[src/rtl/spi_register_writer.sv]
// SPI mode-0 master that sends {write flag, register, value} frames to the synth's register-write slave
// and returns the 16-bit sample the synth shifts back on MISO during the first half of each frame.
module spi_register_writer #(
   parameter int CLKS_PER_HALF_BIT = 2,
   parameter int GAP_CLKS          = 4
) (
   input  logic        i_Clock,
   input  logic        i_Reset,
   input  logic        i_CmdValid,
   output logic        o_CmdReady,
   input  logic [14:0] i_CmdRegister,
   input  logic [15:0] i_CmdValue,
   output logic        o_ReadValid,
   output logic [15:0] o_ReadSample,
   output logic        o_Busy,
   output logic        o_SPI_SCK,
   output logic        o_SPI_MOSI,
   input  logic        i_SPI_MISO
);

   localparam int HALF_W = $clog2(CLKS_PER_HALF_BIT) + 1;
   localparam int GAP_W  = $clog2(GAP_CLKS) + 1;
   localparam logic [HALF_W-1:0] HALF_LAST = HALF_W'(CLKS_PER_HALF_BIT - 1);
   localparam logic [GAP_W-1:0]  GAP_LAST  = GAP_W'(GAP_CLKS - 1);
   localparam logic [5:0]        BIT_LAST  = 6'd31;

   typedef enum logic [1:0] {
      IDLE,
      SCK_LOW,
      SCK_HIGH,
      GAP
   } state_t;

   state_t             state_q;
   logic [HALF_W-1:0]  halfCnt_q;
   logic [5:0]         bitCnt_q;
   logic [GAP_W-1:0]   gapCnt_q;
   logic [30:0]        txShift_q;
   logic [15:0]        rxShift_q;
   logic [15:0]        rxShift_d;
   logic [15:0]        readSample_q;
   logic               cmdReady_q;
   logic               readValid_q;
   logic               busy_q;
   logic               sck_q;
   logic               mosi_q;

   // Only the first 16 MISO bits carry the sample, so the receive register stops shifting after bit 15.
   assign rxShift_d = {rxShift_q[14:0], i_SPI_MISO};

   always_ff @(posedge i_Clock) begin
      if (i_Reset) begin
         state_q      <= IDLE;
         halfCnt_q    <= '0;
         bitCnt_q     <= '0;
         gapCnt_q     <= '0;
         txShift_q    <= '0;
         rxShift_q    <= '0;
         readSample_q <= '0;
         cmdReady_q   <= 1'b0;
         readValid_q  <= 1'b0;
         busy_q       <= 1'b0;
         sck_q        <= 1'b0;
         mosi_q       <= 1'b0;
      end else begin
         readValid_q <= 1'b0;
         case (state_q)
            IDLE: begin
               if (cmdReady_q && i_CmdValid) begin
                  txShift_q  <= {i_CmdRegister, i_CmdValue};
                  mosi_q     <= 1'b1;
                  halfCnt_q  <= '0;
                  bitCnt_q   <= '0;
                  busy_q     <= 1'b1;
                  cmdReady_q <= 1'b0;
                  state_q    <= SCK_LOW;
               end else begin
                  cmdReady_q <= 1'b1;
               end
            end
            SCK_LOW: begin
               if (halfCnt_q == HALF_LAST) begin
                  halfCnt_q <= '0;
                  sck_q     <= 1'b1;
                  state_q   <= SCK_HIGH;
               end else begin
                  halfCnt_q <= halfCnt_q + HALF_W'(1);
               end
            end
            SCK_HIGH: begin
               if (halfCnt_q == HALF_LAST) begin
                  halfCnt_q <= '0;
                  sck_q     <= 1'b0;
                  if (bitCnt_q[5:4] == 2'b00) begin
                     rxShift_q <= rxShift_d;
                  end
                  if (bitCnt_q == BIT_LAST) begin
                     mosi_q       <= 1'b0;
                     readValid_q  <= 1'b1;
                     readSample_q <= rxShift_q;
                     gapCnt_q     <= '0;
                     state_q      <= GAP;
                  end else begin
                     bitCnt_q  <= bitCnt_q + 6'd1;
                     mosi_q    <= txShift_q[30];
                     txShift_q <= {txShift_q[29:0], 1'b0};
                     state_q   <= SCK_LOW;
                  end
               end else begin
                  halfCnt_q <= halfCnt_q + HALF_W'(1);
               end
            end
            GAP: begin
               if (gapCnt_q == GAP_LAST) begin
                  busy_q     <= 1'b0;
                  cmdReady_q <= 1'b1;
                  state_q    <= IDLE;
               end else begin
                  gapCnt_q <= gapCnt_q + GAP_W'(1);
               end
            end
            default: begin
               state_q <= IDLE;
            end
         endcase
      end
   end

   assign o_CmdReady   = cmdReady_q;
   assign o_ReadValid  = readValid_q;
   assign o_ReadSample = readSample_q;
   assign o_Busy       = busy_q;
   assign o_SPI_SCK    = sck_q;
   assign o_SPI_MOSI   = mosi_q;

endmodule

[config.mk]
export PLATFORM = sky130hd
export DESIGN_NAME = spi_register_writer
export DESIGN_NICKNAME = d
export VERILOG_FILES = /design/src/rtl/spi_register_writer.sv
export SDC_FILE = /design/constraint.sdc
export NUM_CORES = 1
export LEC_CHECK = 0
export ABC_AREA = 0
export BUFFER_PORTS_ARGS = -buffer_cell sky130_fd_sc_hd__buf_2
export CORE_MARGIN = 4
export CORE_UTILIZATION = 55
export CTS_CLUSTER_SIZE = 25
export DETAILED_ROUTE_END_ITERATION = 10
export GPL_ROUTABILITY_DRIVEN = 0
export PLACE_DENSITY = 0.73
export SLEW_MARGIN = 20
export SYNTH_ARGS = -nofsm -noshare
export SYNTH_HDL_FRONTEND = slang
export SYNTH_SLANG_ARGS = --single-unit
[constraint.sdc]
create_clock -name i_Clock -period 2.2 [get_ports i_Clock]
set_input_delay 0.22 -clock i_Clock [delete_from_list [all_inputs] [get_ports i_Clock]]
set_output_delay 0.22 -clock i_Clock [all_outputs]
set_load 0.1 [all_outputs]
==> results by group <==
Outcome
  – Outcome: completed

Logic synthesis
  – #FFs+latches synth: 81
  – Post-synth ARST share: 0%
  – Syn nets: 431
  – Post-Syn Instances: 389
  – Total of warnings raised by yosys: 0
  – Synth Area per Inst: 9.55 sq um
  – Sequential element share of the synthesized area: 43.7%
  – Post-synth EDFFs: 0
  – Library cells used by synthesis: 48
  – Syn Std Cell Area: 3710 sq um
  – Dominant synthesized flop cell: dfxtp_1

Clock network
  – Max Root-Sink Buffers: 2
  – Num Clock Sinks: 81
  – Clk Latency, worst-skew pair: 0.35 ns
  – Number of CTS-inserted buffers: 9
  – Root buf cell: clkbuf_8
  – H-tree levels: 3
  – CTS tree: built
  – Post-CTS setup buffer count: 0
  – PostCTS Resize Cnt: 0
  – Hold_buf cts: 0
  – Clock transition at the registers of the reported paths: 0.09 ns

Placed design
  – Placed instance area: 4060 sq um
  – Hpwl dp: 4920 microns
  – Number of port buffers: 55

Routing
  – Vias per cell: 5.58
  – DRT iter0 DRCs: 189
  – WL final: 7450 microns
  – Drt drc: 0
  – ANT nets after route: 0
  – Vias after detailed routing: 2904
  – TritonRoute pass-1 iters: 5
  – Wire per inst: 14.3 microns

Critical path
  – Worst r2r src: state_q[0]
  – CP Cell Sequence: inv_1, ha_1, a21boi_1, buf_4, a211oi_4, buf_4, nor2_1, a311oi_1
  – CP Max Fanout: 23
  – Slowest CP cell: dfxtp_1
  – Crit path kind: register to register
  – Crit path launch: state_q[0]
  – Critical path endpoint category: register
  – CP arrival: 2.19 ns
  – CP dominant cell by count: buf_4
  – WP data required: 2.45 ns
  – Slowest stage delay, CP: 0.37 ns
  – Launching element type of the critical path: register

GRT
  – Pin count of the biggest net entering global routing: 46
  – Antenna violations before repair: 0
  – GRT Util Overall: 18.5%
  – Vias in the first global route: 2721
  – Gr ovfl total: 0
  – Wire length of the first global-routing pass: 12700 microns

STA
  – Final setup viols: 0
  – Min Hold Slack: 0.113 ns
  – Fmax: 516 MHz
  – Relative slew slack: 60.8%
  – Setup TNS: 0 ns
  – Worst Skew: 0.0111 ns
  – Slew @ Worst Pin: 0.589 ns
  – Slew Viols, Final: 0
  – RSZ-0062 raised after global routing: no
  – Crit share post-route: 88.0%
  – Final number of hold-violating endpoints: 0
  – Period minus WS final: 1.94 ns

Worst hold path
  – HP Class: primary input to register
  – Worst hold start: i_SPI_MISO

Floorplan
  – Initial Util: 57.5%
  – CORE AREA: 6460 sq um
  – Die area: 8130 sq um
  – Top-Level Pins: 56
  – Num rows: 29
  – Die height: 90.2 microns
  – Die width: 90.2 microns

Power and ir drop
  – Peak VDD IR: 0.674 mV
  – PD cells: 1170 nW/um^2
  – Pleak: 1.53 nW

Flow run
  – Max-cap violations: 0

Layout
  – Ant. Diodes: 0
  – Ratio of cells with drive above 1 in the final layout: 28.0%
  – Area delta synth->final: 15.4%
  – Leading cell types in the layout, fill and taps excluded: dfxtp_1 (80), buf_2 (55), a21oi_1 (53)
  – Finished Cell Area: 4290 sq um
  – Commonest non-fill, non-tap cell in the layout: dfxtp_1
  – Final nets: 480
[metrics by stage]
step / total power [mW] / util [%] / setup WS, ns / instances
6_report: 5.03 / 66.4 / 0.263 / 520
5_1_grt: 5.36 / 66.4 / 0.0794 / 520
4_1_cts: 5.07 / 66.4 / 0.252 / 520
3_5_place_dp: 3.85 / 62.8 / 0.274 / 504
3_3_place_gp: 3.80 / 62.8 / 0.347 / 504
2_1_floorplan: 3.52 / - / 0.238 / 389
[cell type report]
| class | count | area (sq um) |
|---|---|---|
| clock buffer | 9 | 124 |
| clock inverter | 7 | 103 |
| fill | 547 | 2170 |
| inverter | 7 | 26.3 |
| multi-input combinational | 270 | 1910 |
| sequential | 81 | 1620 |
| tap | 77 | 96.3 |
| timing repair buffer | 69 | 405 |
[state kept, by name (all words and copies together), names as in the netlist]
register and cells:
gapCnt_q 3, o_ReadSample 16, rxShift_q 16, halfCnt_q 2, state_q 2, o_SPI_SCK 1
o_Busy 1, txShift_q 31, bitCnt_q 6, o_CmdReady 1, o_SPI_MOSI 1, o_ReadValid 1
[logic make-up after synthesis]
group | Yosys count | share of synthesized area (%)
compound gates | 114 | 22.9
simple gates | 103 | 13.4
flops | 81 | 43.7
mux | 46 | 12.4
buf+inv | 38 | 5.26
fa+ha+maj | 7 | 2.36
[routing by layer]
metal,global-route usage (%),wire length (microns)
met1,25.2,3550
met2,29.2,3550
met3,3.67,245
met4,6.76,104
met5,0,0
[critical path: cells and delay by family (launching register included)]
kind                     cells  cell delay (ns)
AO/OA/AOI/OAI                3             0.59
adder cells (fa/ha/maj)      1             0.22
buffers and inverters        3             0.58
flip-flops                   1             0.37
AND/OR/NAND/NOR              1             0.07
[synth_stat cells, drive strengths merged, types with 2 or more instances]
library cell  count  share of area (%)
dfxtp            81                 44
a21oi            53                7.1
mux2i            46                 12
nand2            37                3.8
a211oi           34                 11
nor2             27                2.7
clkbuf           18                1.8
buf              13                2.7
o21ai             9                1.2
ha                7                2.4
inv               7               0.71
nand3             6               0.81
nor3              6               0.94
nand2b            5               0.84
nor2b             4               0.67
or3               4               0.67
a311oi            3               0.71
and2              3               0.51
nand3b            2               0.51
nand4b            2               0.47
o211ai            2               0.40
o31ai             2               0.40
[power by group]
group	leakage, nW	internal [mW]	switching (mW)
combinational	0.760	0.731	1.10
sequential	0.660	1.80	0.190
clock	0.110	0.651	0.557
[worst paths after layout]
path / end / slack (ns) / cells past startpoint
max: o_SPI_MOSI / 0.26 / 8
min: rxShift_q[0] / 0.11 / 3
max reg2reg: o_SPI_MOSI / 0.26 / 8
min reg2reg: rxShift_q[15] / 0.47 / 2
(Power assumes the default switching activity.)
